==> src/rtl/mvu_csr_apb_master_if.sv <==
// APB bus bundle between the MVU CSR master and the MVU array's CSR slave.
// The master modport drives the request phase; the slave modport drives completion.
interface mvu_csr_apb_master_if #(
   parameter int ADDR_W = 15,
   parameter int DATA_W = 32
);
   logic              apb_psel;
   logic              apb_penable;
   logic              apb_pwrite;
   logic [ADDR_W-1:0] apb_paddr;
   logic [DATA_W-1:0] apb_pwdata;
   logic [DATA_W-1:0] apb_prdata;
   logic              apb_pready;
   logic              apb_pslverr;

   modport master (
      output apb_psel, apb_penable, apb_pwrite, apb_paddr, apb_pwdata,
      input  apb_prdata, apb_pready, apb_pslverr
   );

   modport slave (
      input  apb_psel, apb_penable, apb_pwrite, apb_paddr, apb_pwdata,
      output apb_prdata, apb_pready, apb_pslverr
   );
endinterface

==> src/rtl/mvu_csr_apb_master.sv <==
// Queued APB master: buffers CSR requests in a FIFO and issues them in order
// as APB transfers, with wait-state support and an ACCESS-phase timeout.
module mvu_csr_apb_master #(
   parameter int BMVUA          = 3,
   parameter int APB_ADDR_WIDTH = BMVUA + 12,
   parameter int APB_DATA_WIDTH = 32,
   parameter int FIFO_DEPTH     = 4,
   parameter int TIMEOUT        = 16
) (
   input  logic                      clk,
   input  logic                      rst_n,
   input  logic                      req_valid,
   output logic                      req_ready,
   input  logic                      req_write,
   input  logic [BMVUA-1:0]          req_mvu_id,
   input  logic [11:0]               req_csr,
   input  logic [APB_DATA_WIDTH-1:0] req_wdata,
   output logic                      rsp_valid,
   output logic [APB_DATA_WIDTH-1:0] rsp_rdata,
   output logic                      rsp_err,
   output logic                      busy,
   mvu_csr_apb_master_if.master      apb
);

   localparam int PW = $clog2(FIFO_DEPTH);
   localparam int CW = (TIMEOUT > 0) ? $clog2(TIMEOUT + 1) : 1;
   localparam logic [PW:0]   FULL_CNT = (PW+1)'(FIFO_DEPTH);
   localparam logic [PW:0]   CNT_ONE  = (PW+1)'(1);
   localparam logic [PW-1:0] PTR_ONE  = PW'(1);
   localparam logic [CW-1:0] WAIT_ONE = CW'(1);
   localparam logic [CW-1:0] TO_LAST  = (TIMEOUT > 0) ? CW'(TIMEOUT - 1) : '0;

   typedef enum logic [1:0] {IDLE, SETUP, ACCESS} state_e;

   typedef struct packed {
      logic                      write;
      logic [BMVUA-1:0]          mvu_id;
      logic [11:0]               csr;
      logic [APB_DATA_WIDTH-1:0] wdata;
   } req_t;

   state_e                    state_q, state_d;
   logic [CW-1:0]             cnt_q, cnt_d;
   logic                      psel_q, psel_d;
   logic                      penable_q, penable_d;
   logic                      pwrite_q, pwrite_d;
   logic [APB_ADDR_WIDTH-1:0] paddr_q, paddr_d;
   logic [APB_DATA_WIDTH-1:0] pwdata_q, pwdata_d;
   logic                      rsp_valid_q, rsp_valid_d;
   logic                      rsp_err_q, rsp_err_d;
   logic [APB_DATA_WIDTH-1:0] rsp_rdata_q, rsp_rdata_d;

   req_t                      mem_q [FIFO_DEPTH];
   req_t                      mem_d [FIFO_DEPTH];
   logic [PW-1:0]             wr_ptr_q, wr_ptr_d, rd_ptr_q, rd_ptr_d;
   logic [PW:0]               count_q, count_d;

   req_t                      head, req_in;
   logic                      empty, push, pop, done;

   assign empty     = (count_q == '0);
   assign req_ready = (count_q != FULL_CNT);
   assign busy      = !empty || (state_q != IDLE);
   assign head      = mem_q[rd_ptr_q];
   assign req_in    = {req_write, req_mvu_id, req_csr, req_wdata};
   assign push      = req_valid && req_ready;

   always_comb begin
      state_d     = state_q;
      cnt_d       = cnt_q;
      pwrite_d    = pwrite_q;
      paddr_d     = paddr_q;
      pwdata_d    = pwdata_q;
      rsp_valid_d = 1'b0;
      rsp_err_d   = 1'b0;
      rsp_rdata_d = '0;
      pop         = 1'b0;
      done        = 1'b0;

      unique case (state_q)
         IDLE:  pop = !empty;
         SETUP: begin
            state_d = ACCESS;
            cnt_d   = '0;
         end
         ACCESS: begin
            if (apb.apb_pready) begin
               done      = 1'b1;
               rsp_err_d = apb.apb_pslverr;
               if (!pwrite_q && !apb.apb_pslverr) rsp_rdata_d = apb.apb_prdata;
            end else begin
               cnt_d = cnt_q + WAIT_ONE;
               // Abort on the TIMEOUT-th ACCESS cycle that saw no pready.
               if (TIMEOUT != 0 && cnt_q == TO_LAST) begin
                  done      = 1'b1;
                  rsp_err_d = 1'b1;
               end
            end
            rsp_valid_d = done;
            if (done) begin
               pop     = !empty;
               state_d = IDLE;
            end
         end
         default: state_d = IDLE;
      endcase

      if (pop) begin
         state_d  = SETUP;
         pwrite_d = head.write;
         paddr_d  = {head.mvu_id, head.csr};
         pwdata_d = head.write ? head.wdata : '0;
      end else if (state_d == IDLE) begin
         pwrite_d = 1'b0;
         paddr_d  = '0;
         pwdata_d = '0;
      end

      psel_d    = (state_d != IDLE);
      penable_d = (state_d == ACCESS);

      mem_d    = mem_q;
      wr_ptr_d = wr_ptr_q;
      rd_ptr_d = rd_ptr_q;
      count_d  = count_q;
      if (push) begin
         mem_d[wr_ptr_q] = req_in;
         wr_ptr_d        = wr_ptr_q + PTR_ONE;
      end
      if (pop) rd_ptr_d = rd_ptr_q + PTR_ONE;
      if (push && !pop)      count_d = count_q + CNT_ONE;
      else if (!push && pop) count_d = count_q - CNT_ONE;
   end

   always_ff @(posedge clk or negedge rst_n) begin
      if (!rst_n) begin
         state_q     <= IDLE;
         cnt_q       <= '0;
         psel_q      <= 1'b0;
         penable_q   <= 1'b0;
         pwrite_q    <= 1'b0;
         paddr_q     <= '0;
         pwdata_q    <= '0;
         rsp_valid_q <= 1'b0;
         rsp_err_q   <= 1'b0;
         rsp_rdata_q <= '0;
         wr_ptr_q    <= '0;
         rd_ptr_q    <= '0;
         count_q     <= '0;
         for (int i = 0; i < FIFO_DEPTH; i++) mem_q[i] <= '0;
      end else begin
         state_q     <= state_d;
         cnt_q       <= cnt_d;
         psel_q      <= psel_d;
         penable_q   <= penable_d;
         pwrite_q    <= pwrite_d;
         paddr_q     <= paddr_d;
         pwdata_q    <= pwdata_d;
         rsp_valid_q <= rsp_valid_d;
         rsp_err_q   <= rsp_err_d;
         rsp_rdata_q <= rsp_rdata_d;
         wr_ptr_q    <= wr_ptr_d;
         rd_ptr_q    <= rd_ptr_d;
         count_q     <= count_d;
         mem_q       <= mem_d;
      end
   end

   assign apb.apb_psel    = psel_q;
   assign apb.apb_penable = penable_q;
   assign apb.apb_pwrite  = pwrite_q;
   assign apb.apb_paddr   = paddr_q;
   assign apb.apb_pwdata  = pwdata_q;
   assign rsp_valid       = rsp_valid_q;
   assign rsp_err         = rsp_err_q;
   assign rsp_rdata       = rsp_rdata_q;

endmodule

==> src/flat_wrapper.sv <==
// flat-port wrapper written by rule: the top's interface ports become plain ports
module mvu_csr_apb_master_flat 
#(
   parameter int BMVUA          = 3,
   parameter int APB_ADDR_WIDTH = BMVUA + 12,
   parameter int APB_DATA_WIDTH = 32,
   parameter int FIFO_DEPTH     = 4,
   parameter int TIMEOUT        = 16
)
  (clk, rst_n, req_valid, req_ready, req_write, req_mvu_id, req_csr, req_wdata, rsp_valid, rsp_rdata, rsp_err, busy, apb_apb_psel, apb_apb_penable, apb_apb_pwrite, apb_apb_paddr, apb_apb_pwdata, apb_apb_prdata, apb_apb_pready, apb_apb_pslverr);
  mvu_csr_apb_master_if #(.ADDR_W((BMVUA + 12)), .DATA_W((32))) apb_i ();
  input  logic clk;
  input  logic rst_n;
  input  logic req_valid;
  output logic req_ready;
  input  logic req_write;
  input  logic [BMVUA-1:0] req_mvu_id;
  input  logic [11:0] req_csr;
  input  logic [APB_DATA_WIDTH-1:0] req_wdata;
  output logic rsp_valid;
  output logic [APB_DATA_WIDTH-1:0] rsp_rdata;
  output logic rsp_err;
  output logic busy;
  output wire logic [$bits(apb_i.apb_psel)-1:0] apb_apb_psel;
  output wire logic [$bits(apb_i.apb_penable)-1:0] apb_apb_penable;
  output wire logic [$bits(apb_i.apb_pwrite)-1:0] apb_apb_pwrite;
  output wire logic [$bits(apb_i.apb_paddr)-1:0] apb_apb_paddr;
  output wire logic [$bits(apb_i.apb_pwdata)-1:0] apb_apb_pwdata;
  input wire logic [$bits(apb_i.apb_prdata)-1:0] apb_apb_prdata;
  input wire logic [$bits(apb_i.apb_pready)-1:0] apb_apb_pready;
  input wire logic [$bits(apb_i.apb_pslverr)-1:0] apb_apb_pslverr;
  assign apb_apb_psel = apb_i.apb_psel;
  assign apb_apb_penable = apb_i.apb_penable;
  assign apb_apb_pwrite = apb_i.apb_pwrite;
  assign apb_apb_paddr = apb_i.apb_paddr;
  assign apb_apb_pwdata = apb_i.apb_pwdata;
  assign apb_i.apb_prdata = apb_apb_prdata;
  assign apb_i.apb_pready = apb_apb_pready;
  assign apb_i.apb_pslverr = apb_apb_pslverr;
  mvu_csr_apb_master #(.BMVUA(BMVUA), .APB_ADDR_WIDTH(APB_ADDR_WIDTH), .APB_DATA_WIDTH(APB_DATA_WIDTH), .FIFO_DEPTH(FIFO_DEPTH), .TIMEOUT(TIMEOUT)) u_core (.clk(clk), .rst_n(rst_n), .req_valid(req_valid), .req_ready(req_ready), .req_write(req_write), .req_mvu_id(req_mvu_id), .req_csr(req_csr), .req_wdata(req_wdata), .rsp_valid(rsp_valid), .rsp_rdata(rsp_rdata), .rsp_err(rsp_err), .busy(busy), .apb(apb_i));
endmodule
==> config.mk <==
export PLATFORM = sky130hd
export DESIGN_NAME = mvu_csr_apb_master_flat
export DESIGN_NICKNAME = d
export VERILOG_FILES = /design/src/rtl/mvu_csr_apb_master_if.sv /design/src/rtl/mvu_csr_apb_master.sv /design/src/flat_wrapper.sv
export SDC_FILE = /design/constraint.sdc
export NUM_CORES = 1
export LEC_CHECK = 0
export ABC_AREA = 1
export BUFFER_PORTS_ARGS = -buffer_cell sky130_fd_sc_hd__buf_2
export CAP_MARGIN = 20
export CORE_MARGIN = 2
export CORE_UTILIZATION = 40
export CTS_CLUSTER_SIZE = 8
export DETAILED_ROUTE_END_ITERATION = 10
export GPL_ROUTABILITY_DRIVEN = 0
export SLEW_MARGIN = 20
export SYNTH_ARGS = -nofsm -noshare
export SYNTH_HDL_FRONTEND = slang
export SYNTH_SLANG_ARGS = --single-unit
==> constraint.sdc <==
create_clock -name clk -period 3 [get_ports clk]
set_input_delay 0.6 -clock clk [delete_from_list [all_inputs] [get_ports clk]]
set_output_delay 0.6 -clock clk [all_outputs]
set_load 0.005 [all_outputs]
==> out/results.txt <==
status -> finished, final reports clean
antenna violations before repair -> 6
DRC Markers -> 0
DR pass1 iterations -> 5
Post-DP HPWL -> 20,850 um
Placement Rows -> 66
final count of hold timing violations -> 0
Starting Density -> 40.66%
CTS tree -> yes
clock tree buffer depth -> 3
Filler cells -> 3,196
Die Ht -> 186.1 um
Worst Tran Pin Value -> 0.8639 ns
antenna-violating nets left -> 0
final setup fails -> 0
Seq/Total Area, Yosys -> 54.72%
Slew Viols, Final -> 0
share of cells above drive strength 1 -> 19.77%
Resized Gates After CTS -> 0
worst setup margin -> 0.5031 ns
vias in the first global route -> 10,620
asr flop ratio synth -> 100.0%
crit path kind -> flip-flop to flip-flop
fin crit share -> 83.23%
Clock Skew -> 0.009922 ns
Slew HR -> 42.28%
ys flop type -> dfrtp_1
routed wire length -> 34,100 um
CP Cell Sequence -> ha_1, nand2_1, nor2_1, ha_1, nand2_2, nand2_1, nand2_1, ha_1, inv_1, fa_1, a21oi_1, o21ai_0, xor2_1
Max IR drop VDD -> 492.4 uV
min-delay worst type -> input pin to async pin
Detailed Route Iter0 Violations -> 661
Post-Syn Area -> 13,260 um^2
Mapped Cells -> 1,533
IO Pins -> 171
crit path buf inv count -> 1
full die area -> 34,630 um^2
slowest CP cell -> dfrtp_1
number of hold buffers added after CTS -> 0
worst slack at placement -> 0.5345 ns
Clock H-tree levels -> 2
first-pass GRT wire length -> 56,210 um
max incr delay on CP -> 0.42 ns
via/cell ratio -> 4.932
RSZ-0062 raised after global routing -> false
Yosys warnings -> 0
post-synth top area cell -> dfrtp_1
EDFF count, synth -> 0
WP data arrival -> 2.89 ns
die width -> 186.1 um
setup bufs post-CTS -> 0
delay-heaviest family, CP -> adder cells
clock root cell -> clkbuf_16
Layout area overhead -> 17.40%
final critical-path required period -> 2.497 ns
leakage -> 8.008 nW
Required @ worst endpoint -> 3.39 ns
Net Count, Synth -> 1,626
Synth area leaders -> dfrtp_1, nand2_1, nand3_1
total congestion overflow -> 0
Sink Count -> 290
NumNets Final -> 1,767
number of max-cap violations -> 0
Fmax -> 0.4005 GHz
pwr dens -> 1096 nW/um^2
final setup TNS -> 0 ns
CP startpoint kind -> flip-flop
crit path capture type -> flip-flop
largest net degree at the start of global routing -> 76
number of synthesized register bits -> 290
worst skew pair latency -> 0.52 ns
CTS buffer count -> 42
detailed-route via count -> 10,480
Yosys cell types -> 36
top-area cell type share of the netlist area -> 54.72%
Tot GR Track Use -> 20.58%
clk slew on worst S/H paths -> 0.05 ns
port bufs -> 170
Avg WL per Cell -> 16.05 um
core area -> 32,620 um^2
worst-path fanout max -> 5
Syn Area/Cell -> 8.651 um^2
-- cell usage in the layout (no fill, tap or decap), types with 2 or more instances in the layout --
| master | netlist | final |
|---|---|---|
| nand3_1 | 150 | 150 |
| nor2_8 | 3 | 3 |
| buf_2 | 51 | 169 |
| o21ai_0 | 123 | 123 |
| clkbuf_1 | 16 | 3 |
| nand2_2 | 33 | 34 |
| buf_4 | 16 | 15 |
| clkbuf_16 | 0 | 45 |
| inv_2 | 5 | 5 |
| buf_12 | 0 | 10 |
| dfrtp_1 | 290 | 288 |
| xnor2_1 | 2 | 2 |
| diode_2 | 0 | 3 |
| nor3b_1 | 32 | 32 |
| xor2_1 | 3 | 3 |
| o21ai_2 | 40 | 40 |
| a21oi_1 | 3 | 3 |
| o21ai_1 | 36 | 36 |
| inv_1 | 180 | 179 |
| nor2_1 | 6 | 6 |
| nand2_1 | 481 | 480 |
| ha_1 | 7 | 7 |
| o211ai_1 | 29 | 29 |
-- flip-flops by register name, summed over array words and instances, names as in the netlist --
name / cells
u_core.mem_q: 192
u_core.apb.apb_pwdata: 32
u_core.rsp_rdata: 32
u_core.apb.apb_paddr: 15
u_core.cnt_q: 5
u_core.count_q: 3
u_core.rd_ptr_q: 2
u_core.state_q: 2
u_core.wr_ptr_q: 2
u_core.apb.apb_penable: 1
u_core.apb.apb_psel: 1
u_core.apb.apb_pwrite: 1
u_core.rsp_err: 1
u_core.rsp_valid: 1
-- cells by family after synthesis --
kind of cell | Yosys count | share of synthesized area (%)
xor gates and xnor gates | 5 | 0.3302
DFF | 290 | 54.72
AOI/OAI and AO/OA | 234 | 10.57
and+or+nand+nor | 712 | 23.83
buffers and inverters | 283 | 9.670
muxes | 1 | 0.07547
adders and majority gates | 8 | 0.8113
-- cells in the mapped netlist (2+ instances only) --
library cell  number
nand2_1          481
dfrtp_1          290
inv_1            180
nand3_1          150
o21ai_0          123
buf_2             51
o21ai_2           40
o21ai_1           36
nand2_2           33
nor3b_1           32
o211ai_1          29
buf_4             16
clkbuf_1          16
buf_6              8
ha_1               7
nor2_1             6
inv_2              5
a21oi_1            3
buf_8              3
nor2_8             3
xor2_1             3
buf_1              2
clkbuf_2           2
xnor2_1            2
-- power breakdown --
part           switching, mW  leakage (nW)  total [mW]  internal [mW]
combinational           4.37          3.79        6.63           2.26
clock                   1.58         0.558        4.20           2.62
sequential             0.693          3.66        6.23           5.54
total                   6.64          8.01        17.1           10.4
-- metrics by stage --
stage               hold WS [ns]  total power, mW  cells  instance area, um^2  utilization, %
CTS                      0.08835            17.30   2121                15560           47.70
finish                   0.07559            17.06   2124                15570           47.73
global route              0.1078            18.55   2123                15570           47.73
detailed placement        0.4878            12.99   2072                14420           44.19
floorplan                 0.3044            11.04   1533                13260               -
global placement          0.4808            12.80   2072                14420           44.19
-- cell type report --
cell class / instances / area (um^2) / area share [%]
Timing Repair Buffer: 195 / 1174 / 7.538
Antenna cell: 3 / 7.507 / 0.04822
Clock inverter: 1 / 7.507 / 0.04822
Sequential cell: 290 / 7262 / 46.64
Multi-Input combinational cell: 960 / 4733 / 30.40
Tap cell: 442 / 553.0 / 3.552
Clock buffer: 48 / 1137 / 7.305
Inverter: 185 / 695.7 / 4.468
-- layer usage --
| layer | GRT usage (%) | vias up | share of wire [%] |
|---|---|---|---|
| met5 | 0 | - | 0.12 |
| li1 | - | 5105 | - |
| met1 | 27.65 | 4996 | 45 |
| met3 | 3.639 | 62 | 6.0 |
| met2 | 33.95 | 306 | 47 |
| met4 | 6.362 | 6 | 2.4 |
-- path summary, 6_finish.rpt --
| path | startpoint | endpoint | slack, ns | cells after the start |
|---|---|---|---|---|
| setup / recovery | u_core.cnt_q[0] | u_core.count_q[2] | 0.50 | 13 |
| hold / removal | rst_n | u_core.mem_q[18] | 0.08 | 1 |
| setup reg to reg | u_core.cnt_q[0] | u_core.count_q[2] | 0.50 | 13 |
| hold reg to reg | u_core.mem_q[130] | u_core.mem_q[130] | 0.50 | 2 |
| max in group asynchronous | rst_n | u_core.rd_ptr_q[0] | 2.05 | 2 |
| min in group clk | req_wdata[4] | u_core.mem_q[4] | 0.33 | 3 |
Note: power is estimated with default switching activity, not from simulation.
